[src/rtl/mem_instr_sequencer_if.sv]
// Handshake and control bundle between the DataPath and its instruction sequencer.
// The master side (DataPath or bench) drives IR and handshakes; the slave side (sequencer) drives strobes.
interface mem_instr_sequencer_if;
    logic        run;
    logic        halt_req;
    logic [31:0] ir;
    logic        memFinished;
    logic        finished;
    logic [17:0] ctrl;
    logic [5:0]  opSelect;
    logic        busy;
    logic        done;
    logic        fault;
    logic [1:0]  fault_code;
    logic [3:0]  state;

    modport master (
        output run, halt_req, ir, memFinished, finished,
        input  ctrl, opSelect, busy, done, fault, fault_code, state
    );

    modport slave (
        input  run, halt_req, ir, memFinished, finished,
        output ctrl, opSelect, busy, done, fault, fault_code, state
    );
endinterface

[src/rtl/mem_instr_sequencer.sv]
// Clocked T-state sequencer for instruction fetch plus ld/ldi/st execution.
// Every output is a registered Moore function of the state; wait states carry a timeout.
module mem_instr_sequencer #(
    parameter logic [4:0] OP_LD      = 5'b00000,
    parameter logic [4:0] OP_LDI     = 5'b00001,
    parameter logic [4:0] OP_ST      = 5'b00010,
    parameter logic [5:0] ALU_ADD_OP = 6'b000100,
    parameter int         TIMEOUT    = 16,
    parameter bit         CONTINUOUS = 1'b0
) (
    input logic                  Clock,
    input logic                  clear,
    mem_instr_sequencer_if.slave bus
);

    localparam int CW = $clog2(TIMEOUT + 1);
    typedef logic [CW-1:0] cnt_t;

    // Strobe bit positions within ctrl, MSB first
    localparam int B_PCOUT   = 17;
    localparam int B_INCPC   = 16;
    localparam int B_MARIN   = 15;
    localparam int B_READ    = 14;
    localparam int B_WRITE   = 13;
    localparam int B_MDRIN   = 12;
    localparam int B_MDROUT  = 11;
    localparam int B_IRIN    = 10;
    localparam int B_GRA     = 9;
    localparam int B_GRB     = 8;
    localparam int B_ROUT    = 7;
    localparam int B_RIN     = 6;
    localparam int B_BAOUT   = 5;
    localparam int B_RYIN    = 4;
    localparam int B_IMMOUT  = 3;
    localparam int B_RZIN    = 2;
    localparam int B_RZLOOUT = 1;
    localparam int B_START   = 0;

    typedef enum logic [3:0] {
        S_IDLE  = 4'd0,
        S_T0    = 4'd1,
        S_T1    = 4'd2,
        S_T2    = 4'd3,
        S_DEC   = 4'd4,
        S_T3    = 4'd5,
        S_T4    = 4'd6,
        S_T5    = 4'd7,
        S_T6    = 4'd8,
        S_T7    = 4'd9,
        S_DONE  = 4'd10,
        S_FAULT = 4'd15
    } state_t;

    typedef enum logic [1:0] {
        K_LD  = 2'd0,
        K_LDI = 2'd1,
        K_ST  = 2'd2
    } kind_t;

    state_t      state_q, state_d;
    kind_t       kind_q, kind_d;
    cnt_t        cnt_q, cnt_d;
    logic [1:0]  code_q, code_d;
    logic [17:0] ctrl_q, ctrl_d;
    logic [5:0]  opsel_q, opsel_d;
    logic        busy_q, busy_d;
    logic        done_q, done_d;
    logic        fault_q, fault_d;

    logic        wait_active;
    logic        wait_hs;
    state_t      wait_next;
    state_t      end_state;
    logic [4:0]  opcode;
    logic        ir_unused;

    assign opcode    = bus.ir[31:27];
    assign ir_unused = ^bus.ir[26:0];

    always_comb begin
        state_d     = state_q;
        kind_d      = kind_q;
        code_d      = code_q;
        wait_active = 1'b0;
        wait_hs     = 1'b0;
        wait_next   = state_q;
        end_state   = (!CONTINUOUS || bus.halt_req) ? S_DONE : S_T0;

        case (state_q)
            S_IDLE, S_DONE: if (bus.run) state_d = S_T0;
            S_T0:  state_d = S_T1;
            S_T1: begin
                wait_active = 1'b1;
                wait_hs     = bus.memFinished;
                wait_next   = S_T2;
            end
            S_T2:  state_d = S_DEC;
            S_DEC: begin
                state_d = S_T3;
                if (opcode == OP_LD)       kind_d = K_LD;
                else if (opcode == OP_LDI) kind_d = K_LDI;
                else if (opcode == OP_ST)  kind_d = K_ST;
                else begin
                    state_d = S_FAULT;
                    code_d  = 2'b10;
                end
            end
            S_T3:  state_d = S_T4;
            S_T4: begin
                wait_active = 1'b1;
                wait_hs     = bus.finished;
                wait_next   = S_T5;
            end
            S_T5:  state_d = (kind_q == K_LDI) ? end_state : S_T6;
            S_T6: begin
                if (kind_q == K_LD) begin
                    wait_active = 1'b1;
                    wait_hs     = bus.memFinished;
                    wait_next   = S_T7;
                end else begin
                    state_d = S_T7;
                end
            end
            S_T7: begin
                if (kind_q == K_ST) begin
                    wait_active = 1'b1;
                    wait_hs     = bus.memFinished;
                    wait_next   = end_state;
                end else begin
                    state_d = end_state;
                end
            end
            S_FAULT: state_d = S_FAULT;
            default: state_d = S_IDLE;
        endcase

        // A handshake landing on the last allowed cycle still wins over the timeout
        if (wait_active) begin
            if (wait_hs) begin
                state_d = wait_next;
            end else if (cnt_q == cnt_t'(TIMEOUT - 1)) begin
                state_d = S_FAULT;
                code_d  = 2'b01;
            end
        end

        cnt_d = (wait_active && (state_d == state_q)) ? cnt_q + 1'b1 : '0;
    end

    // Outputs decoded from the upcoming state so they register alongside it
    always_comb begin
        ctrl_d  = '0;
        opsel_d = '0;
        case (state_d)
            S_T0: ctrl_d[B_INCPC] = 1'b1;
            S_T1: begin
                ctrl_d[B_PCOUT] = 1'b1;
                ctrl_d[B_MARIN] = 1'b1;
                ctrl_d[B_READ]  = 1'b1;
                ctrl_d[B_MDRIN] = 1'b1;
            end
            S_T2: begin
                ctrl_d[B_MDROUT] = 1'b1;
                ctrl_d[B_IRIN]   = 1'b1;
            end
            S_T3: begin
                ctrl_d[B_GRB]   = 1'b1;
                ctrl_d[B_BAOUT] = 1'b1;
                ctrl_d[B_ROUT]  = 1'b1;
                ctrl_d[B_RYIN]  = 1'b1;
            end
            S_T4: begin
                ctrl_d[B_IMMOUT] = 1'b1;
                ctrl_d[B_RZIN]   = 1'b1;
                ctrl_d[B_START]  = (state_q != S_T4);
                opsel_d          = ALU_ADD_OP;
            end
            S_T5: begin
                ctrl_d[B_RZLOOUT] = 1'b1;
                if (kind_d == K_LDI) begin
                    ctrl_d[B_GRA] = 1'b1;
                    ctrl_d[B_RIN] = 1'b1;
                end else begin
                    ctrl_d[B_MARIN] = 1'b1;
                end
            end
            S_T6: begin
                ctrl_d[B_MDRIN] = 1'b1;
                if (kind_d == K_LD) begin
                    ctrl_d[B_READ] = 1'b1;
                end else begin
                    ctrl_d[B_GRA]  = 1'b1;
                    ctrl_d[B_ROUT] = 1'b1;
                end
            end
            S_T7: begin
                if (kind_d == K_LD) begin
                    ctrl_d[B_MDROUT] = 1'b1;
                    ctrl_d[B_GRA]    = 1'b1;
                    ctrl_d[B_RIN]    = 1'b1;
                end else begin
                    ctrl_d[B_WRITE] = 1'b1;
                end
            end
            default: ctrl_d = '0;
        endcase
        busy_d  = !(state_d inside {S_IDLE, S_DONE, S_FAULT});
        done_d  = (state_d == S_DONE);
        fault_d = (state_d == S_FAULT);
    end

    always_ff @(posedge Clock or negedge clear) begin
        if (!clear) begin
            state_q <= S_IDLE;
            kind_q  <= K_LD;
            cnt_q   <= '0;
            code_q  <= 2'b00;
            ctrl_q  <= '0;
            opsel_q <= '0;
            busy_q  <= 1'b0;
            done_q  <= 1'b0;
            fault_q <= 1'b0;
        end else begin
            state_q <= state_d;
            kind_q  <= kind_d;
            cnt_q   <= cnt_d;
            code_q  <= code_d;
            ctrl_q  <= ctrl_d;
            opsel_q <= opsel_d;
            busy_q  <= busy_d;
            done_q  <= done_d;
            fault_q <= fault_d;
        end
    end

    assign bus.ctrl       = ctrl_q;
    assign bus.opSelect   = opsel_q;
    assign bus.busy       = busy_q;
    assign bus.done       = done_q;
    assign bus.fault      = fault_q;
    assign bus.fault_code = code_q;
    assign bus.state      = state_q;

endmodule

[src/flat_wrapper.sv]
// flat-port wrapper written by rule: the top's interface ports become plain ports
module mem_instr_sequencer_flat 
#(
    parameter logic [4:0] OP_LD      = 5'b00000,
    parameter logic [4:0] OP_LDI     = 5'b00001,
    parameter logic [4:0] OP_ST      = 5'b00010,
    parameter logic [5:0] ALU_ADD_OP = 6'b000100,
    parameter int         TIMEOUT    = 16,
    parameter bit         CONTINUOUS = 1'b0
)
  (Clock, clear, bus_run, bus_halt_req, bus_ir, bus_memFinished, bus_finished, bus_ctrl, bus_opSelect, bus_busy, bus_done, bus_fault, bus_fault_code, bus_state);
  mem_instr_sequencer_if bus_i ();
  input logic Clock;
  input logic clear;
  input wire logic [$bits(bus_i.run)-1:0] bus_run;
  input wire logic [$bits(bus_i.halt_req)-1:0] bus_halt_req;
  input wire logic [$bits(bus_i.ir)-1:0] bus_ir;
  input wire logic [$bits(bus_i.memFinished)-1:0] bus_memFinished;
  input wire logic [$bits(bus_i.finished)-1:0] bus_finished;
  output wire logic [$bits(bus_i.ctrl)-1:0] bus_ctrl;
  output wire logic [$bits(bus_i.opSelect)-1:0] bus_opSelect;
  output wire logic [$bits(bus_i.busy)-1:0] bus_busy;
  output wire logic [$bits(bus_i.done)-1:0] bus_done;
  output wire logic [$bits(bus_i.fault)-1:0] bus_fault;
  output wire logic [$bits(bus_i.fault_code)-1:0] bus_fault_code;
  output wire logic [$bits(bus_i.state)-1:0] bus_state;
  assign bus_i.run = bus_run;
  assign bus_i.halt_req = bus_halt_req;
  assign bus_i.ir = bus_ir;
  assign bus_i.memFinished = bus_memFinished;
  assign bus_i.finished = bus_finished;
  assign bus_ctrl = bus_i.ctrl;
  assign bus_opSelect = bus_i.opSelect;
  assign bus_busy = bus_i.busy;
  assign bus_done = bus_i.done;
  assign bus_fault = bus_i.fault;
  assign bus_fault_code = bus_i.fault_code;
  assign bus_state = bus_i.state;
  mem_instr_sequencer #(.OP_LD(OP_LD), .OP_LDI(OP_LDI), .OP_ST(OP_ST), .ALU_ADD_OP(ALU_ADD_OP), .TIMEOUT(TIMEOUT), .CONTINUOUS(CONTINUOUS)) u_core (.Clock(Clock), .clear(clear), .bus(bus_i));
endmodule
[config.mk]
export PLATFORM = sky130hd
export DESIGN_NAME = mem_instr_sequencer_flat
export DESIGN_NICKNAME = d
export VERILOG_FILES = /design/src/rtl/mem_instr_sequencer_if.sv /design/src/rtl/mem_instr_sequencer.sv /design/src/flat_wrapper.sv
export SDC_FILE = /design/constraint.sdc
export NUM_CORES = 1
export LEC_CHECK = 0
export CORE_MARGIN = 1
export CORE_UTILIZATION = 25
export DETAILED_ROUTE_END_ITERATION = 10
export PLACE_DENSITY = 0.61
export SETUP_SLACK_MARGIN = 0.2
export SLEW_MARGIN = 15
export SYNTH_ARGS = -nofsm -noshare
export SYNTH_HDL_FRONTEND = slang
export SYNTH_SLANG_ARGS = --single-unit
[constraint.sdc]
create_clock -name Clock -period 2.71 [get_ports Clock]
set_input_delay 0.542 -clock Clock [delete_from_list [all_inputs] [get_ports Clock]]
set_output_delay 0.542 -clock Clock [all_outputs]
set_load 0.01 [all_outputs]
# ---- Word-level counts from Yosys, hierarchy flattened
# Cells that the tools add are included.
dict set report classes {
  add_sub_neg 1
  n_eq_ne 29
  reduce_logical 11
  muxes 53
}
# operator count
set op_table {}
lappend op_table {{$mux 4} 11}
lappend op_table {{$pmux 4 s10} 1}
lappend op_table {{$eq 4x4->1 const B} 8}
lappend op_table {{$eq 4x3->1 const B} 7}
lappend op_table {{$mux 2} 14}
lappend op_table {{$eq 4x2->1 const B} 4}
lappend op_table {{$mux 1} 16}
lappend op_table {{$pmux 4 s4} 1}
lappend op_table {{$pmux 1 s2} 5}
lappend op_table {{$eq 4x1->1 const B} 2}
lappend op_table {{$logic_not 4->1} 2}
lappend op_table {{$pmux 1 s3} 2}
lappend op_table {{$reduce_or 2->1} 3}
lappend op_table {{$add 5x1->5 const B} 1}
lappend op_table {{$eq 5x1->1 const B} 1}
lappend op_table {{$eq 5x2->1 const B} 1}
lappend op_table {{$eq 5x4->1 const B} 1}
lappend op_table {{$logic_not 5->1} 1}
lappend op_table {{$mux 5} 1}
lappend op_table {{$eq 2x1->1 const B} 2}
lappend op_table {{$eq 4x4->1} 1}
lappend op_table {{$logic_not 2->1} 2}
lappend op_table {{$ne 4x3->1 const B} 1}
lappend op_table {{$pmux 1 s4} 1}
lappend op_table {{5 further kinds} 5}
dict set report totals {
  output_inout_bits 33
  inputBits 38
  regBits 37
  elab_cells 103
}

# ---- Longest topological paths before layout
# Gate-level depths: netlist (run 1).
dict set report logic_depth {
  word_depth 11
  mapped_depth 8
}

# ---- Worst setup path before layout (run 1)
# No wires, ideal clock.
dict set report synth_timing {
  kind {flip-flop to flip-flop}
  from {register u_core.cnt_q[0]}
  to {register u_core.ctrl_q[7] (netlist: u_core.bus.ctrl[7])}
  t_arrival_ps 2266
  path_stages_with_launch 8
  path_slack_ps 348
  period_less_slack_ps 2362
  n_path_buf 0
  required_ps 2615
  path_cell_list {dfrtp_1 > ha_1 > and3_1 > ha_1 > o2111a_1 > or4_4 > a2bb2o_4 > o31ai_1}
}
dict set report synth_via {
  elab_chain_cells 6
  elab_cells_between_ends 7
  cone_classes {3 x eq/ne; 4 x mux}
}
# element line
set synth_lines {}
lappend synth_lines {{start: declaration} mem_instr_sequencer.sv:62} ;# cnt_t cnt_q, cnt_d;
lappend synth_lines {{start signal: assignment} mem_instr_sequencer.sv:226} ;# cnt_q <= cnt_d;
lappend synth_lines {{$eq 5x4->1 *} mem_instr_sequencer.sv:141} ;# end else if (cnt_q == cnt_t'(TIMEOUT - 1)) begin
lappend synth_lines {{$mux 4 *} mem_instr_sequencer.sv:141}
lappend synth_lines {{$mux 4 *} mem_instr_sequencer.sv:139} ;# if (wait_hs) begin
lappend synth_lines {{$mux 4 *} mem_instr_sequencer.sv:138} ;# if (wait_active) begin
lappend synth_lines {{$eq 4x4->1 or $eq 4x3->1 (tied branches)} mem_instr_sequencer.sv:154} ;# case (state_d)
lappend synth_lines {{$pmux 1 s2 *} mem_instr_sequencer.sv:154}
lappend synth_lines {{named net u_core.ctrl_d[7]} mem_instr_sequencer.sv:64} ;# logic [17:0] ctrl_q, ctrl_d;
lappend synth_lines {{end signal: assignment} mem_instr_sequencer.sv:228} ;# ctrl_q <= ctrl_d;
lappend synth_lines {{end: declaration} mem_instr_sequencer.sv:64}
# The timed path passes the listed nets; every way through them passes the cells marked *.

# ---- Worst setup path in the final report (run 1)
dict set report layout_timing {
  from {register u_core.cnt_q[0]}
  to {register u_core.cnt_q[2]}
}
dict set report layout_via {
  elab_chain_cells 7
  elab_cells_between_ends 8
  cone_classes {1 x add/sub; 2 x eq/ne; 4 x mux; 1 x reduce/logical}
}
# element line
set layout_lines {}
lappend layout_lines {{$eq 5x4->1} mem_instr_sequencer.sv:141}
lappend layout_lines {{$mux 4} mem_instr_sequencer.sv:141}
lappend layout_lines {{$mux 4} mem_instr_sequencer.sv:139}
lappend layout_lines {{$mux 4} mem_instr_sequencer.sv:138}
lappend layout_lines {{$eq 4x4->1} mem_instr_sequencer.sv:147} ;# cnt_d = (wait_active && (state_d == state_q)) ? cnt_q + 1'b1 : '0;
lappend layout_lines {{$logic_and 1x1->1} mem_instr_sequencer.sv:147}
lappend layout_lines {{$mux 5 *} mem_instr_sequencer.sv:147}
lappend layout_lines {{named net u_core.cnt_d[2]} mem_instr_sequencer.sv:62}
# Marked as above.

==> impl_metrics.toml, run 1 <==
[route]
ant_nets = 0
routed_wl_um = 3840
drt_pass1_iterations = 8
drc = 11
drt_iter0_drc = 82
via_per_inst = 4.79
wl_per_cell_um = 13.4
vias = 1370

[floorplan]
dieArea_mm2 = 0.00710
rows = 29
coreArea_mm2 = 0.00646
start_util = 0.262
boundaryPins = 71
dieWidth_um = 84.3
die_h_um = 84.3

[placed_design]
dp_hpwl_um = 2780
dp.cells = 277
port_buffers = 37
finalWeightedCongestion = 0.854

[clocking]
cts_tree = "done"
clk_path_buf_depth = 2
clk_pin_slew_ps = 60
insertion_delay_ps = 280
htreeDepth = 2
root_buffer = "clkbuf_8"
clock-sinks = 31
cts_buffers = 5

[sta]
fin_worst_skew_ps = 4.15
tns_ps = 0
hold_violations = 0
period_needed_ps = 2410
fmax_ghz = 0.414
slew_violations = 0
rsz0062_at_grt = "false"
worst_hold_slack_ps = 492
fin_crit_sh = 0.890
setup_viol = 0

[synthesis]
synthCells = 164
ys_seq_area_frac = 0.459
avgSynthCellArea_um2 = 10.3
synth_top_cells_by_count = "dfrtp_1, nand2_1, inv_1"
yosys_warnings = 0
yosysTopAreaCellShare = 0.459
synth_seq_cells = 31
ys_async_sr_fraction = 1.00
synth.area.top_cells = "dfrtp_1, buf_4, a211oi_1, nand2_1, inv_1"
synth_top_area_cell = "dfrtp_1"
ys_dominant_reg_cell = "dfrtp_1"
synth_edf_count = 0
synth_most_common_cell = "dfrtp_1"
synth_cell_types = 52
syn_area_mm2 = 0.00169

[global_routing]
grt.total_usage = 0.117
grt_pass1_wl_um = 6490
grt_overflow = 0
antenna_found_initial = 0
grt_max_degree = 32
grt_pass1_vias = 1314

[power]
switching_share = 0.388
vdd_drop_max_v = 0.000343
p_clk_frac = 0.190
pwr-share-seq = 0.287
p_leak_nw = 0.973
intPower_mw = 1.51
p_per_area_mw_per_mm2 = 1060
p_sw_mw = 0.958
power_mw = 2.47
power_frac_comb = 0.523

[outcome]
violations = "DRC"
outcome = "finished with violations"

[setup_path]
cp.required_ps = 2890
cp-end-kind = "flop"
startpoint_type = "flop"
path_max_fanout = 5
cp_data_arrival_time_ps = 2600
critical_path_class = "flop to flop"

[layout]
finalNonFillerCells = 286
multi_input_area_um2 = 847
syn2layout_area_growth_pct = 37.6
num-fill-cells = 671
drive_above_1_share = 0.191
seqCellArea_um2 = 776
nets = 248
fin_util = 0.360
antenna_cells = 0

[worst_hold_path]
hold_path.class = "flop to flop"

[job]
drv_cap = 0
-- logic make-up after synthesis --
family	count (synthesis)	share of synthesized area
AOI/OAI and AO/OA	40	0.183
DFF	31	0.459
muxes	1	0.00813
and+or+nand+nor	59	0.217
buffers and inverters	25	0.0902
other	1	0.00222
xor gates and xnor gates	5	0.0259
adders and majority gates	2	0.0148
-- area by class of cell --
class	instances	area share
multi-input combinational	112	0.364
tap	77	0.0414
clock inverter	2	0.0151
inverter	10	0.0161
sequential	31	0.333
timing repair buffer	48	0.195
clock buffer	6	0.0355
-- metal layers --
layer / up-vias / wire length [um] / part of all wire / track usage
met3: 5 / 211 / 0.055 / 0.0305
met1: 646 / 1790 / 0.47 / 0.151
met5: - / 0 / 0 / 0
li1: 669 / - / - / -
met4: 0 / 68 / 0.018 / 0.0486
met2: 50 / 1770 / 0.46 / 0.186
-- sequential cells by signal, summed over array words and instances, names as in the netlist --
register	count
u_core.bus.ctrl	15
u_core.bus.fault	1
u_core.cnt_q	5
u_core.bus.fault_code	2
u_core.kind_q	2
u_core.bus.done	1
u_core.bus.state	4
u_core.bus.busy	1
-- timing repair --
| action | CTS | global route |
|---|---|---|
| endpoints found under the setup margin | 7 | 14 |
| pin swaps | 0 | 2 |
| hold buffers | 0 | 0 |
| setup buffers | 0 | 1 |
| resized for setup | 3 | 11 |
-- final timing paths --
check / from / endpoint / slack [ps] / depth (start not counted)
hold reg to reg: u_core.bus.fault_code[0] / u_core.bus.fault_code[0] / 490 / 2
hold / removal: u_core.bus.fault_code[0] / u_core.bus.fault_code[0] / 490 / 2
max in group asynchronous: clear / u_core.cnt_q[0] / 1780 / 2
min in group asynchronous: clear / u_core.bus.ctrl[1] / 650 / 2
setup reg to reg: u_core.cnt_q[0] / u_core.cnt_q[2] / 300 / 8
setup / recovery: u_core.cnt_q[0] / u_core.cnt_q[2] / 300 / 8
-- power by group through the flow --
| stage | logic, mW | registers, mW | clock network [mW] |
|---|---|---|---|
| after global placement | 1.18 | 0.717 | 0 |
| after global routing | 1.41 | 0.729 | 0.506 |
| after floorplan | 0.798 | 0.700 | 0 |
| after detailed placement | 1.19 | 0.715 | 0 |
| final | 1.29 | 0.710 | 0.470 |
| after CTS | 1.21 | 0.710 | 0.480 |
-- stage by stage --
| stage | setup slack [ps] | area (um^2) |
|---|---|---|
| after global routing | 188 | 2330 |
| after detailed placement | 69.0 | 2130 |
| after CTS | 203 | 2260 |
| after floorplan | 348 | 1710 |
| final | 297 | 2330 |
| after global placement | 88.8 | 2130 |
-- cell usage in the layout (no fill, tap or decap), types with 4 or more instances in the layout --
| cell type | count |
|---|---|
| o21ai_0 | 5 |
| nand4_1 | 4 |
| conb_1 | 5 |
| clkdlybuf4s50_1 | 37 |
| inv_1 | 10 |
| a211oi_1 | 5 |
| nand2_1 | 11 |
| dfrtp_1 | 31 |
| nor2_1 | 9 |
| buf_4 | 11 |
| nand3_1 | 6 |
| clkbuf_8 | 6 |
-- critical path: stages (launching register included) --
cell and delay (ps):
dfrtp_1 400, ha_2 210, and3_4 190, ha_4 170
or4bb_1 180, o211ai_2 100, or4_4 570, nand2b_2 250
a211oi_1 240
(Power assumes the default switching activity.)
==> run 2, diff against run 1 <==
--- a/config.mk
+++ b/config.mk
@@ -7,6 +7,7 @@
 export LEC_CHECK = 0
 export CORE_MARGIN = 1
 export CORE_UTILIZATION = 25
+export CTS_CLUSTER_SIZE = 40
 export DETAILED_ROUTE_END_ITERATION = 10
 export PLACE_DENSITY = 0.61
 export SETUP_SLACK_MARGIN = 0.2
==> results of run 2 <==
Final layout, timing and power as in run 1 (identical DEF).
